File: config.mk
export PLATFORM = sky130hd
export DESIGN_NAME = mmio_io_responder_flat
export DESIGN_NICKNAME = d
export VERILOG_FILES = /design/src/rtl/mmio_io_responder_if.sv /design/src/rtl/mmio_io_responder.sv /design/src/flat_wrapper.sv
export SDC_FILE = /design/constraint.sdc
export NUM_CORES = 1
export LEC_CHECK = 0
export CORE_MARGIN = 5
export CORE_UTILIZATION = 40
export CTS_CLUSTER_SIZE = 10
export DETAILED_ROUTE_END_ITERATION = 6
export PLACE_DENSITY_LB_ADDON = 0.25
export SETUP_SLACK_MARGIN = 0.5
export SLEW_MARGIN = 25
export SYNTH_ARGS = -nofsm -noshare
export SYNTH_HDL_FRONTEND = slang
export SYNTH_SLANG_ARGS = --single-unit
File: constraint.sdc
create_clock -name clk -period 2.1 [get_ports clk]
set_clock_uncertainty 0.2 [all_clocks]
set_input_delay 0.315 -clock clk [delete_from_list [all_inputs] [get_ports clk]]
set_output_delay 0.315 -clock clk [all_outputs]
set_load 0.1 [all_outputs]
File: src/rtl/mmio_io_responder_if.sv
// Bus-side signal bundle between the memory controller and the MMIO responder.
//
// Handshake: there is no ready. wr_en and rd_en are single-cycle strobes that
// the responder always accepts on the edge where they are high. A write
// updates its target register on that edge. A read that hits the button
// array returns io_rd_valid high for exactly one cycle, one edge later,
// with io_rd_data holding the status word. io_rd_data is zero whenever
// io_rd_valid is low. When both strobes are high together, the write is
// taken and the read is dropped.
interface mmio_io_responder_if #(
  parameter int data_width = 32
);
  logic                  wr_en;
  logic                  rd_en;
  logic [4:0]            sel_mux_data_in;
  logic [4:0]            sel_mux_data_out;
  logic [data_width-1:0] wr_data;
  logic [data_width-1:0] io_rd_data;
  logic                  io_rd_valid;

  modport master (
    output wr_en, rd_en, sel_mux_data_in, sel_mux_data_out, wr_data,
    input  io_rd_data, io_rd_valid
  );

  modport slave (
    input  wr_en, rd_en, sel_mux_data_in, sel_mux_data_out, wr_data,
    output io_rd_data, io_rd_valid
  );
endinterface

File: src/rtl/mmio_io_responder.sv
// MMIO responder: two seven-segment output registers plus a synchronised,
// debounced button array that can be read as a status word. Press flags in
// the status word are sticky and are cleared when a status read completes.
module mmio_io_responder #(
  parameter int data_width      = 32,
  parameter int seg_width       = 8,
  parameter int num_buttons     = 4,
  parameter int debounce_cycles = 16
) (
  input  logic                   clk,
  input  logic                   rst,
  mmio_io_responder_if.slave     bus,
  input  logic [num_buttons-1:0] i_btn_raw,
  output logic [seg_width-1:0]   o_seg0,
  output logic [seg_width-1:0]   o_seg1,
  output logic [num_buttons-1:0] o_dbg_deb,
  output logic [num_buttons-1:0] o_dbg_flags
);

  localparam int             CNT_W       = $clog2(debounce_cycles);
  localparam logic [CNT_W-1:0] CNT_LAST  = CNT_W'(debounce_cycles - 1);
  localparam logic [4:0]     SEL_IN_SEG0 = 5'd1;
  localparam logic [4:0]     SEL_IN_SEG1 = 5'd2;
  localparam logic [4:0]     SEL_OUT_BTN = 5'd1;
  localparam int             FLAG_LSB    = 16;

  // Registered state
  logic [num_buttons-1:0] r_sync1;
  logic [num_buttons-1:0] r_sync2;
  logic [num_buttons-1:0] r_deb;
  logic [num_buttons-1:0] r_flags;
  logic [CNT_W-1:0]       r_cnt [num_buttons];
  logic [seg_width-1:0]   r_seg0;
  logic [seg_width-1:0]   r_seg1;
  logic [data_width-1:0]  r_rd_data;
  logic                   r_rd_valid;

  // Combinational next-state
  logic                   w_wr_seg0;
  logic                   w_wr_seg1;
  logic                   w_rd_hit;
  logic [num_buttons-1:0] w_deb_next;
  logic [CNT_W-1:0]       w_cnt_next [num_buttons];
  logic [num_buttons-1:0] w_rise;
  logic [num_buttons-1:0] w_flags_next;
  logic [data_width-1:0]  w_status;
  logic                   w_unused_wr_bits;

  // Only the low seg_width bits of the write data reach a register.
  assign w_unused_wr_bits = &{1'b0, bus.wr_data};

  // Access decode; a write always wins over a read in the same cycle.
  assign w_wr_seg0 = bus.wr_en && (bus.sel_mux_data_in == SEL_IN_SEG0);
  assign w_wr_seg1 = bus.wr_en && (bus.sel_mux_data_in == SEL_IN_SEG1);
  assign w_rd_hit  = bus.rd_en && !bus.wr_en && (bus.sel_mux_data_out == SEL_OUT_BTN);

  // Two-flop synchroniser for the asynchronous button pins.
  always_ff @(posedge clk or posedge rst) begin
    if (rst) begin
      r_sync1 <= '0;
      r_sync2 <= '0;
    end else begin
      r_sync1 <= i_btn_raw;
      r_sync2 <= r_sync1;
    end
  end

  // Per-button debounce: a disagreement must persist debounce_cycles edges.
  always_comb begin
    w_deb_next = r_deb;
    for (int b = 0; b < num_buttons; b++) begin
      w_cnt_next[b] = '0;
      if (r_sync2[b] != r_deb[b]) begin
        if (r_cnt[b] == CNT_LAST) begin
          w_deb_next[b] = r_sync2[b];
        end else begin
          w_cnt_next[b] = r_cnt[b] + CNT_W'(1);
        end
      end
    end
  end

  // Rising debounced edges set flags; a completed status read clears them,
  // but a rise on the same edge as the clearing read survives.
  always_comb begin
    w_rise       = w_deb_next & ~r_deb;
    w_flags_next = ({num_buttons{~w_rd_hit}} & r_flags) | w_rise;
  end

  // Status word built from pre-edge state so a read sees flags before clear.
  always_comb begin
    w_status                              = '0;
    w_status[num_buttons-1:0]             = r_deb;
    w_status[FLAG_LSB +: num_buttons]     = r_flags;
  end

  // Debounced level, debounce counters and sticky press flags.
  always_ff @(posedge clk or posedge rst) begin
    if (rst) begin
      r_deb   <= '0;
      r_flags <= '0;
      for (int b = 0; b < num_buttons; b++) begin
        r_cnt[b] <= '0;
      end
    end else begin
      r_deb   <= w_deb_next;
      r_flags <= w_flags_next;
      for (int b = 0; b < num_buttons; b++) begin
        r_cnt[b] <= w_cnt_next[b];
      end
    end
  end

  // Segment output registers.
  always_ff @(posedge clk or posedge rst) begin
    if (rst) begin
      r_seg0 <= '0;
      r_seg1 <= '0;
    end else begin
      if (w_wr_seg0) r_seg0 <= bus.wr_data[seg_width-1:0];
      if (w_wr_seg1) r_seg1 <= bus.wr_data[seg_width-1:0];
    end
  end

  // Registered read response: one valid cycle per hitting strobe, else zero.
  always_ff @(posedge clk or posedge rst) begin
    if (rst) begin
      r_rd_valid <= 1'b0;
      r_rd_data  <= '0;
    end else begin
      r_rd_valid <= w_rd_hit;
      r_rd_data  <= w_rd_hit ? w_status : '0;
    end
  end

  assign o_seg0          = r_seg0;
  assign o_seg1          = r_seg1;
  assign o_dbg_deb       = r_deb;
  assign o_dbg_flags     = r_flags;
  assign bus.io_rd_data  = r_rd_data;
  assign bus.io_rd_valid = r_rd_valid;

endmodule

File: src/flat_wrapper.sv
// flat-port wrapper written by rule: the top's interface ports become plain ports
module mmio_io_responder_flat 
#(
  parameter int data_width      = 32,
  parameter int seg_width       = 8,
  parameter int num_buttons     = 4,
  parameter int debounce_cycles = 16
)
  (clk, rst, i_btn_raw, o_seg0, o_seg1, o_dbg_deb, o_dbg_flags, bus_wr_en, bus_rd_en, bus_sel_mux_data_in, bus_sel_mux_data_out, bus_wr_data, bus_io_rd_data, bus_io_rd_valid);
  mmio_io_responder_if #(.data_width(data_width)) bus_i ();
  input  logic clk;
  input  logic rst;
  input  logic [num_buttons-1:0] i_btn_raw;
  output logic [seg_width-1:0] o_seg0;
  output logic [seg_width-1:0] o_seg1;
  output logic [num_buttons-1:0] o_dbg_deb;
  output logic [num_buttons-1:0] o_dbg_flags;
  input wire logic [$bits(bus_i.wr_en)-1:0] bus_wr_en;
  input wire logic [$bits(bus_i.rd_en)-1:0] bus_rd_en;
  input wire logic [$bits(bus_i.sel_mux_data_in)-1:0] bus_sel_mux_data_in;
  input wire logic [$bits(bus_i.sel_mux_data_out)-1:0] bus_sel_mux_data_out;
  input wire logic [$bits(bus_i.wr_data)-1:0] bus_wr_data;
  output wire logic [$bits(bus_i.io_rd_data)-1:0] bus_io_rd_data;
  output wire logic [$bits(bus_i.io_rd_valid)-1:0] bus_io_rd_valid;
  assign bus_i.wr_en = bus_wr_en;
  assign bus_i.rd_en = bus_rd_en;
  assign bus_i.sel_mux_data_in = bus_sel_mux_data_in;
  assign bus_i.sel_mux_data_out = bus_sel_mux_data_out;
  assign bus_i.wr_data = bus_wr_data;
  assign bus_io_rd_data = bus_i.io_rd_data;
  assign bus_io_rd_valid = bus_i.io_rd_valid;
  mmio_io_responder #(.data_width(data_width), .seg_width(seg_width), .num_buttons(num_buttons), .debounce_cycles(debounce_cycles)) u_core (.clk(clk), .rst(rst), .bus(bus_i), .i_btn_raw(i_btn_raw), .o_seg0(o_seg0), .o_seg1(o_seg1), .o_dbg_deb(o_dbg_deb), .o_dbg_flags(o_dbg_flags));
endmodule
Yosys cells after proc, flatten, opt, wreduce, memory -nomap -nowiden:

Index checks and enable logic that the tools add are counted.

* register bits after elaboration: 81
* bits in latches: 0
* memory bits (writable): 0
* ROM bits: 0
* bits of input ports: 50
* output and inout port bits: 57
* logic and storage cells: 54
* memories: 0

* add/sub/neg operators: 4
* $mul: 0
* divide/modulo/power cells: 0
* order comparisons: 0
* equality and inequality tests: 11
* shift operators: 0
* muxes and demuxes: 17
* bitwise logic cells: 5
* reduce and logical (&&, ||, !) cells: 5

Operators with widths (count)
* two-way mux 4 bit: 8
* two-way mux 20 bit: 1
* adder 4 x 1 -> 4 bit, second input constant: 4
* equality test 4 bit, second input constant: 4
* equality test 5 x 1 -> 1 bit, second input constant: 2
* bitwise AND 4 bit: 2
* two-way mux 1 bit: 8
* equality test 5 x 2 -> 1 bit, second input constant: 1
* logical AND 1 bit: 4
* != test 1 bit: 4
* NOT 4 bit: 1
* bitwise OR 4 bit: 1
* logical NOT 1 bit: 1
* NOT 1 bit: 1

Logic depth before layout (Yosys ltp):

Gate-level depths: netlist of the first run.

* depth in word-level cells: 6
* depth in mapped cells: 4
* gate-level depth less buffers: 4

Worst setup path after synthesis of the first run:

OpenSTA, ideal clock, no wires.

* kind: register -> register
* start: register u_core.r_deb[2], in the netlist u_core.o_dbg_deb[2]
* end: register u_core.r_cnt[4] (netlist bit)
* arrival: 1.441 ns
* path slack: 0.360 ns
* cell stages (with the launch flop): 3
* buffers on the path: 0
* clock period less this slack: 1.740 ns
* cell sequence: dfrtp_1 > xnor2_1 > a311oi_1

RTL lines
* start: declaration: RTL line mmio_io_responder.sv:30 `logic [num_buttons-1:0] r_deb;`
* start signal: assignment: RTL line mmio_io_responder.sv:106 `r_deb <= w_deb_next;`
* end signal: indexed assignment: RTL line mmio_io_responder.sv:109 `r_cnt[b] <= w_cnt_next[b];`
* end: declaration: RTL line mmio_io_responder.sv:32 `logic [CNT_W-1:0] r_cnt [num_buttons];`

Worst setup path after layout of the first run:

* start: register u_core.r_deb[2], in the netlist u_core.o_dbg_deb[2]
* end: output o_dbg_deb[2]

RTL lines
* end: declaration: RTL line flat_wrapper.sv:16 `output logic [num_buttons-1:0] o_dbg_deb;`

No word-level cell between the ends.

==> results.ini, run 1 <==
[outcome]
status = finished clean

[worst_hold_path]
hp-class = input port to asynchronous set/reset pin

[synth]
synth_compound_area_share_pct = 6.72
ys_ff_latch = 57
synthAdderAreaFrac_pct = 2.15
postSynthCellCount = 178
synth-simple-area-share_pct = 9.24
synthMuxAreaShare_pct = 7.74
ys_seq_area_share_pct = 61.3
yosysWarnings = 0
avgSynthCellArea_sq_um = 13.1
synth_xor_area_share_pct = 3.01
synth_top_family_by_area = buffers and inverters
synth.cell_area_sq_mm = 0.00233
ys_types = 25

[worst_setup_path]
crit_required_ns = 1.58
cp-start-kind = flop
crit_type = flop to output pin
critPathArrivalTime_ns = 1.03
worst-r2r-cell-count = 3
cpMaxStageDelayCell = dfrtp_2
end_kind = output pin
cp_cell_sequence = buf_4
reg2reg_slack_ns = 0.72
critical_path.top_delay_family = flip-flops
cp_num_buf_inv = 1
crit_fanout = 5
reg2reg_to = u_core.r_cnt[15]$_DFF_PP0_
critical-path-max-stage-delay_ns = 0.40
reg2reg_from = u_core.r_cnt[12]$_DFF_PP0_

[drt]
drt_iter0_markers = 65
drcViolationCount = 0
vias = 1473
antenna_left = 0
dr_wl_met3_um = 312
via_per_inst = 4.53
drt-wirelength-per-cell_um = 13.3
highest-signal-layer = met4
totalWireLength_um = 4330
wl_met2_um = 2130
wl_met1_um = 1820
firstDrtPassIters = 4

[clock_tree]
clk_latency_ns = 0.33
cts.hold.buffers_added = 0
cts_max_level = 3
cts.path.max_buffers = 2
cts_tree = yes
clock-sinks = 57
path_clk_slew_ns = 0.06
cts_made_buffers = 9
cts_root_buf = clkbuf_8

[sta]
timing.final.ws_setup_ns = 0.558
rsz0062_at_grt = false
final.setup.tns_ns = 0
fmax_mhz = 648
maxSlewViolCount = 0
period_needed_ns = 1.54
setup-violations-final = 0
hold_viol = 0
post-route-period-util_pct = 73.4

[global_route]
antenna_found_initial = 0
grt_pass1_vias = 1402
grt_first_pass_wirelength_um = 6930
grt_max_degree = 45
grt_overflow = 0
gr-usage-all-layers_pct = 12.2

[floorplan]
initial_core_util_pct = 41.8
die_h_um = 86.3
fp.dieW_um = 86.3
ios = 107
rows = 27
core_sq_mm = 0.00557
dieArea_sq_mm = 0.00745

[layout]
area_growth_pct = 33.6
drive_gt1_share_pct = 30.0
n_antenna_cell = 0
fin_util_pct = 55.8
fin_nets = 302

[flow_run]
maxCapViolCount = 0

[power]
p_per_area_mw_per_mm2 = 1090
p_leak_nw = 1.54
peakVddDrop_v = 0.000808

[placement]
place_ws_ns = 0.00356
hpwl_um = 3150
portBuffers = 58
place_congestion = 0.710

[registers in the layout (all words and copies together) (netlist names)]
register,count
u_core.o_seg1,8
u_core.r_sync1,4
u_core.o_dbg_flags,4
u_core.r_cnt,16
u_core.bus.io_rd_data,8
u_core.o_seg0,8
u_core.r_sync2,4
u_core.o_dbg_deb,4
u_core.bus.io_rd_valid,1
[metal layers]
metal | GRT usage (%) | vias to the layer above
met2 | 18.1 | 51
met5 | 0 | -
met3 | 3.71 | 6
met1 | 15.8 | 714
met4 | 7.22 | 0
li1 | - | 702
[through the flow]
step | hold slack (ns) | cell area, sq um | total power, mW | instances
detailed placement | 0.136 | 2880 | 2.37 | 308
global placement | 0.134 | 2880 | 2.36 | 308
finish | 0.0997 | 3110 | 3.38 | 325
floorplan | 0.131 | 2420 | 2.18 | 201
global route | 0.116 | 3110 | 3.51 | 325
CTS | 0.0865 | 3110 | 3.42 | 325
[cell usage after synthesis]
cell type  number  area [sq um]
nand3_1         4          20.0
nand2_1         4          15.0
mux2_2         16           180
a21oi_1         4          20.0
buf_4          24           180
inv_1          11          41.3
xnor2_1         8          70.1
and2_1          8          50.1
nand3b_2        2          22.5
nor3b_1         1          7.51
buf_2           1          5.00
dfrtp_1        57          1430
conb_1          1          3.75
ha_1            4          50.1
nor2b_1         4          25.0
and3_1          1          6.26
a31oi_1         2          12.5
nor4b_1         1          8.76
nor2_1          5          18.8
o32ai_1         4          35.0
nor4b_4         1          23.8
o21ai_0         6          30.0
a311oi_1        5          43.8
a21o_1          2          15.0
nand4b_1        2          17.5
[worst max-delay path by stage]
stage | start | to | depth (start not counted)
finish | u_core.o_dbg_deb[2]$_DFF_PP0_ | o_dbg_deb[2] | 1
global route | u_core.o_dbg_deb[2]$_DFF_PP0_ | o_dbg_deb[2] | 1
CTS | u_core.o_dbg_deb[1]$_DFF_PP0_ | o_dbg_deb[1] | 1
detailed placement | bus_sel_mux_data_in[3] | u_core.o_seg1[1]$_DFFE_PP0P_ | 4
global placement | bus_sel_mux_data_in[3] | u_core.o_seg1[6]$_DFFE_PP0P_ | 4
floorplan | u_core.o_seg0[0]$_DFFE_PP0P_ | u_core.o_seg0[0]$_DFFE_PP0P_ | 1
[report_power, final]
| part | internal, mW | total [mW] | switching [mW] |
|---|---|---|---|
| clock network | 0.608 | 1.03 | 0.423 |
| registers | 1.20 | 1.27 | 0.0651 |
| logic | 0.220 | 1.09 | 0.868 |
[cell usage in the layout, fill, tap and decap left out]
cell / instances
dfrtp_1: 53
buf_4: 32
conb_1: 24
clkdlybuf4s50_1: 21
mux2_2: 15
clkbuf_8: 11
inv_1: 10
xnor2_1: 8
and2_1: 8
o21ai_0: 6
nor2_1: 5
a311oi_1: 5
nand3_1: 4
nand2_1: 4
o32ai_1: 4
nor2b_1: 4
a21oi_1: 4
ha_1: 4
dlygate4sd2_1: 4
dfrtp_2: 4
clkinv_2: 3
buf_12: 3
nand3b_4: 2
nand4b_1: 2
a21o_1: 2
a31oi_1: 2
nor4b_4: 1
nor4b_1: 1
and3_1: 1
nor3b_1: 1
clkinvlp_4: 1
mux2_4: 1
clkinv_4: 1
bufinv_16: 1
buf_6: 1
[cell families after synthesis]
group,after synthesis
flip-flops,57
buffers and inverters,36
AND/OR/NAND/NOR,33
other,1
AO/OA/AOI/OAI,23
multiplexers,16
XOR/XNOR,8
adder cells (fa/ha/maj),4
[area by class of cell]
class / count / area, sq um
Sequential cell: 57 / 1430
Multi-Input combinational cell: 108 / 783
Clock buffer: 11 / 151
Inverter: 11 / 45.0
Clock inverter: 5 / 53.8
Timing Repair Buffer: 61 / 557
Tap cell: 72 / 90.1
Fill cell: 471 / 2460
[what timing repair did]
action                                 in CTS  in global routing
pin swaps                                   1                  0
resized for setup                           7                  1
setup endpoints to repair                  16                  1
buffers inserted                            1                  0
endpoints found under the hold margin       0                  0
gates cloned                                0                  0
(Power assumes the default switching activity.)
==> inputs of run 2 (changes only) <==
clock period = 1.5 ns   (was 2.1 ns; I/O delays follow)
==> results.ini, run 2 (synthesis gave the netlist of run 1 again) <==
[worst_setup_path]
crit_required_ns = 1.07
end_kind = output pin
cp_num_buf_inv = 1
critical-path-max-stage-delay_ns = 0.50
cpMaxStageDelayCell = dfrtp_4
cp-start-kind = flop
crit_fanout = 2
crit_type = flop to output pin
cp_cell_sequence = buf_12
critical_path.top_delay_family = flip-flops
critPathArrivalTime_ns = 1.01

[clock_tree]
cts.hold.buffers_added = 0
cts_tree = yes
clk_latency_ns = 0.33
cts_max_level = 3
cts.path.max_buffers = 2
path_clk_slew_ns = 0.07
clock-sinks = 57
cts_made_buffers = 9
cts_root_buf = clkbuf_8

[placement]
place_congestion = 0.697
portBuffers = 58
dpl.cell_count = 308
hpwl_um = 3450

[global_route]
use_met3_pct = 4.18
grt_overflow = 0
top_usage_layer = met2
met1_usage_pct = 17.6
grt_first_pass_wirelength_um = 8620
grt_max_degree = 58
antenna_found_initial = 0
use_met2_pct = 26.9
gr-usage-all-layers_pct = 15.3
grt_pass1_vias = 1716

[floorplan]
ios = 107
die_h_um = 86.3
initial_core_util_pct = 41.8
dieArea_sq_mm = 0.00745
fp.dieW_um = 86.3
core_sq_mm = 0.00557
rows = 27

[sta]
period_needed_ns = 1.43
setup-violations-final = 0
maxSlewViolCount = 0
rsz0062_at_grt = true
post-route-period-util_pct = 95.4
hold_viol = 0
fmax_mhz = 699
final.setup.tns_ns = 0
hold_slack_ns = 0.119

[drt]
via_per_inst = 4.64
drcViolationCount = 0
antenna_left = 0
drt-wirelength-per-cell_um = 15.5
vias = 1604
firstDrtPassIters = 4
totalWireLength_um = 5360
drt_iter0_markers = 61

[power]
p_total_mw = 5.27
p_leak_nw = 1.77
peakVddDrop_v = 0.00104
p_per_area_mw_per_mm2 = 1290

[layout]
final_cell_count_no_fill = 346
final_common_cell = buf_12
mostFrequentLayoutCells = 35 x buf_12, 33 x dfrtp_4, 24 x conb_1, 24 x dfrtp_1, 14 x mux2_2
fillCellCount = 359
fin_util_pct = 73.5
n_antenna_cell = 0
fin_nets = 323
largest-register = u_core.r_cnt
largest_reg_flops = 16
area_growth_pct = 76.0
drive_gt1_share_pct = 60.9

[worst_hold_path]
hp-class = input port to asynchronous set/reset pin

[flow_run]
maxCapViolCount = 0

[outcome]
status = finished clean

run 2: cell types whose count changed in the layout (fill, tap and decap cells not counted), sizes merged:
cell / previous run / this run
buf: 36 / 63
clkbuf: 11 / 12
clkdlybuf4s50: 21 / 13
clkinv: 4 / 2
clkinvlp: 1 / 3
dlygate4sd2: 4 / 5
run 2: report_power, final:
group | internal, mW | switching [mW] | total, mW
clock | 0.806 | 0.592 | 1.40
combinational | 0.683 | 1.27 | 1.95
sequential | 1.75 | 0.165 | 1.91
run 2: worst reg2reg max path, delay by kind of cell (launching register included):
family	cells	cell delay, ns
XOR/XNOR	1	0.14
flip-flops	1	0.50
AO/OA/AOI/OAI	1	0.19
buffers and inverters	2	0.25
run 2: final timing paths:
path	startpoint	end	slack [ns]	depth (start not counted)
max	u_core.o_dbg_flags[1]$_DFF_PP0_	o_dbg_flags[1]	0.07	1
min	rst	u_core.r_sync1[3]$_DFF_PP0_	0.12	3
max reg2reg	u_core.o_dbg_deb[2]$_DFF_PP0_	u_core.r_cnt[4]$_DFF_PP0_	0.13	4
min reg2reg	u_core.r_sync1[0]$_DFF_PP0_	u_core.r_sync2[0]$_DFF_PP0_	0.15	0
max in group asynchronous	rst	u_core.o_seg1[7]$_DFFE_PP0P_	0.71	3
min in group clk	i_btn_raw[1]	u_core.r_sync1[1]$_DFF_PP0_	0.13	1
run 2: area by class of cell:
| type | count | area [sq um] | area share [%] |
|---|---|---|---|
| clock buffer | 11 | 141 | 3.45 |
| inverter | 11 | 45.0 | 1.10 |
| clock inverter | 5 | 55.1 | 1.34 |
| multi-input combinational | 108 | 1070 | 26.2 |
| tap | 72 | 90.1 | 2.20 |
| sequential | 57 | 1550 | 37.8 |
| timing repair buffer | 82 | 1140 | 27.8 |
run 2: layer usage:
| metal | wire (um) | part of all wire, % |
|---|---|---|
| met5 | 0 | 0 |
| met4 | 82 | 1.5 |
| met3 | 267 | 5.0 |
| met2 | 2950 | 55 |
| met1 | 2050 | 38 |
run 2: repair_timing:
| action | CTS | global route |
|---|---|---|
| gates cloned | 1 | 0 |
| setup endpoints to repair | 82 | 81 |
| pin swaps | 18 | 10 |
| endpoints found under the hold margin | 0 | 0 |
| resized for setup | 60 | 15 |
| setup buffers | 17 | 4 |
run 2: per-stage QoR:
| stage | setup slack [ns] | cell area (sq um) |
|---|---|---|
| global route | 0.0345 | 4100 |
| finish | 0.0693 | 4100 |
| floorplan | 0.139 | 2730 |
| CTS | 0.0597 | 4020 |
| detailed placement | -0.457 | 3570 |
| global placement | -0.430 | 3570 |
==> inputs of run 3 (changes only) <==
ABC_AREA = 1   (was not set)
SETUP_SLACK_MARGIN = 0.3   (was 0.5)
==> results.ini, run 3 <==
[clock_tree]
clock-sinks = 57
clk_latency_ns = 0.34
cts_made_buffers = 9
cts_tree = yes
cts_max_level = 3
path_clk_slew_ns = 0.07
cts.path.max_buffers = 2
cts_root_buf = clkbuf_8

[layout]
mostFrequentLayoutCells = 55 x nand2_1, 36 x buf_12, 29 x dfrtp_2, 24 x conb_1, 24 x dfrtp_1
n_antenna_cell = 0
final_common_cell = nand2_1
largest_reg_flops = 16
fin_nets = 414
drive_gt1_share_pct = 46.6
fin_util_pct = 69.9
largest-register = u_core.r_cnt
area_growth_pct = 68.6
fillCellCount = 412

[floorplan]
die_h_um = 88.6
ios = 107
dieArea_sq_mm = 0.00784
initial_core_util_pct = 41.4
rows = 28
core_sq_mm = 0.00596
fp.dieW_um = 88.6

[sta]
setup-violations-final = 0
hold_viol = 0
hold_slack_ns = 0.0984
maxSlewViolCount = 0
fmax_mhz = 698
timing.final.ws_setup_ns = 0.0675
post-route-period-util_pct = 95.5
rsz0062_at_grt = true
period_needed_ns = 1.43

[drt]
highest-signal-layer = met4
totalWireLength_um = 6080
drcViolationCount = 0
via_per_inst = 4.49
wl_met1_um = 2410
drt-wirelength-per-cell_um = 13.8
firstDrtPassIters = 4
wl_met2_um = 3230
drt_iter0_markers = 106
dr_wl_met3_um = 340
vias = 1975
antenna_left = 0

[worst_setup_path]
critPathArrivalTime_ns = 1.01
crit_required_ns = 1.07
worst-r2r-cell-count = 6
crit_type = flop to output pin
cpMaxStageDelayCell = dfrtp_4
cp-start-kind = flop
reg2reg_slack_ns = 0.20
cp_num_buf_inv = 1
critical_path.top_delay_family = flip-flops
crit_fanout = 2
end_kind = output pin
cp_cell_sequence = buf_12
cp.depth = 1
critical-path-max-stage-delay_ns = 0.50

[synth]
synth_edf_count = 0
ys_seq_area_share_pct = 57.8
postSynthCellCount = 264
synthArstFlopShare_pct = 100
ys_ff_latch = 57
ys_types = 20
synthFlopType = dfrtp_1
yosysWarnings = 0
synth_most_common_cell = nand2_1
synth.cell_area_sq_mm = 0.00247
synth.area.top_cells = dfrtp_1 58%, nand2_1 11%, buf_4 7.6%
yosysTopAreaCell = dfrtp_1
synth_commonest_cells = 73 x nand2_1, 57 x dfrtp_1, 28 x inv_1, 28 x nand3_1, 25 x buf_4
yosysTopAreaCellShare_pct = 57.8
avgSynthCellArea_sq_um = 9.35

[global_route]
gr-usage-all-layers_pct = 15.9
grt_pass1_vias = 1963
grt_max_degree = 40
grt_first_pass_wirelength_um = 9210
grt_overflow = 0
antenna_found_initial = 0

[power]
p_int_mw = 3.34
p_per_area_mw_per_mm2 = 1290
p_seq_share_pct = 34.3
combPwrFrac_pct = 35.4
swShare_pct = 37.9
p_leak_nw = 2.01
p_total_mw = 5.38
clkPwrFrac_pct = 30.3
peakVddDrop_v = 0.000992
power.switching_mw = 2.04

[placement]
hpwl_um = 4070
place_ws_ns = -0.146
portBuffers = 58
place_congestion = 0.787

[flow_run]
maxCapViolCount = 0

[outcome]
status = finished clean

[worst_hold_path]
hp-class = input port to asynchronous set/reset pin

==> run 3: cell count changes in the layout (fill, tap and decap cells not counted), sizes merged, moves of 5 or more <==
cell           change
mux2              -16
a311oi             -5
xnor2              -8
nand3             +24
nor2              +12
or2                +8
clkdlybuf4s50      +6
inv               +20
nand2             +72
and2               -8
==> run 3: per-stage QoR <==
stage	cells	cell area [sq um]	TNS (ns)
global route	440	4160	0
floorplan	287	2680	0
CTS	438	4040	0
global placement	405	3610	-2.65
finish	440	4160	0
detailed placement	405	3610	-3.03
==> run 3: worst paths after layout <==
check | startpoint | endpoint
worst max-delay path | u_core.o_dbg_deb[3]$_DFF_PP0_ | o_dbg_deb[3]
worst max register to register | u_core.o_dbg_deb[0]$_DFF_PP0_ | u_core.r_cnt[15]$_DFF_PP0_
max in group asynchronous | rst | u_core.o_seg0[3]$_DFFE_PP0P_
worst min-delay path | rst | u_core.r_cnt[5]$_DFF_PP0_
min in group clk | bus_sel_mux_data_in[1] | u_core.o_seg0[7]$_DFFE_PP0P_
worst min register to register | u_core.r_sync1[1]$_DFF_PP0_ | u_core.r_sync2[1]$_DFF_PP0_
==> run 3: layer usage <==
layer  up-vias  GRT usage, %
met4         0          6.87
met5         -             0
li1        969             -
met1       935          18.3
met2        62          27.0
met3         9          5.49
==> run 3: area by class of cell <==
class	instances	area (sq um)	area share (%)
clock inverter	5	77.6	1.86
sequential	57	1480	35.5
inverter	31	123	2.95
clock buffer	11	151	3.64
tap	75	93.8	2.25
timing repair buffer	88	1200	28.8
multi-input combinational	173	1040	25.0
==> run 3: timing repair <==
item | 4_1_cts | 5_1_grt
pin swaps | 11 | 8
buffers inserted | 16 | 2
endpoints found under the hold margin | 2 | 0
gates resized for setup | 23 | 25
hold buffers | 1 | 0
setup endpoints to repair | 75 | 71
==> run 3: cell families (layout without fill, tap and decap cells) <==
logic type,Yosys count,in the layout,share of synthesized area (%)
AND/OR/NAND/NOR,133,133,24.4
flip-flops,57,57,57.8
buffers and inverters,57,135,12.8
AO/OA/AOI/OAI,12,12,2.84
adder cells (fa/ha/maj),4,4,2.03
other,1,24,0.152
==> run 3: power by group through the flow <==
| stage | clock (mW) | combinational (mW) | sequential [mW] |
|---|---|---|---|
| 6_report | 1.63 | 1.90 | 1.85 |
| 4_1_cts | 1.67 | 1.88 | 1.83 |
| 3_3_place_gp | 0 | 1.79 | 1.87 |
| 5_1_grt | 1.73 | 1.98 | 1.87 |
| 2_1_floorplan | 0 | 0.506 | 2.55 |
| 3_5_place_dp | 0 | 1.80 | 1.87 |
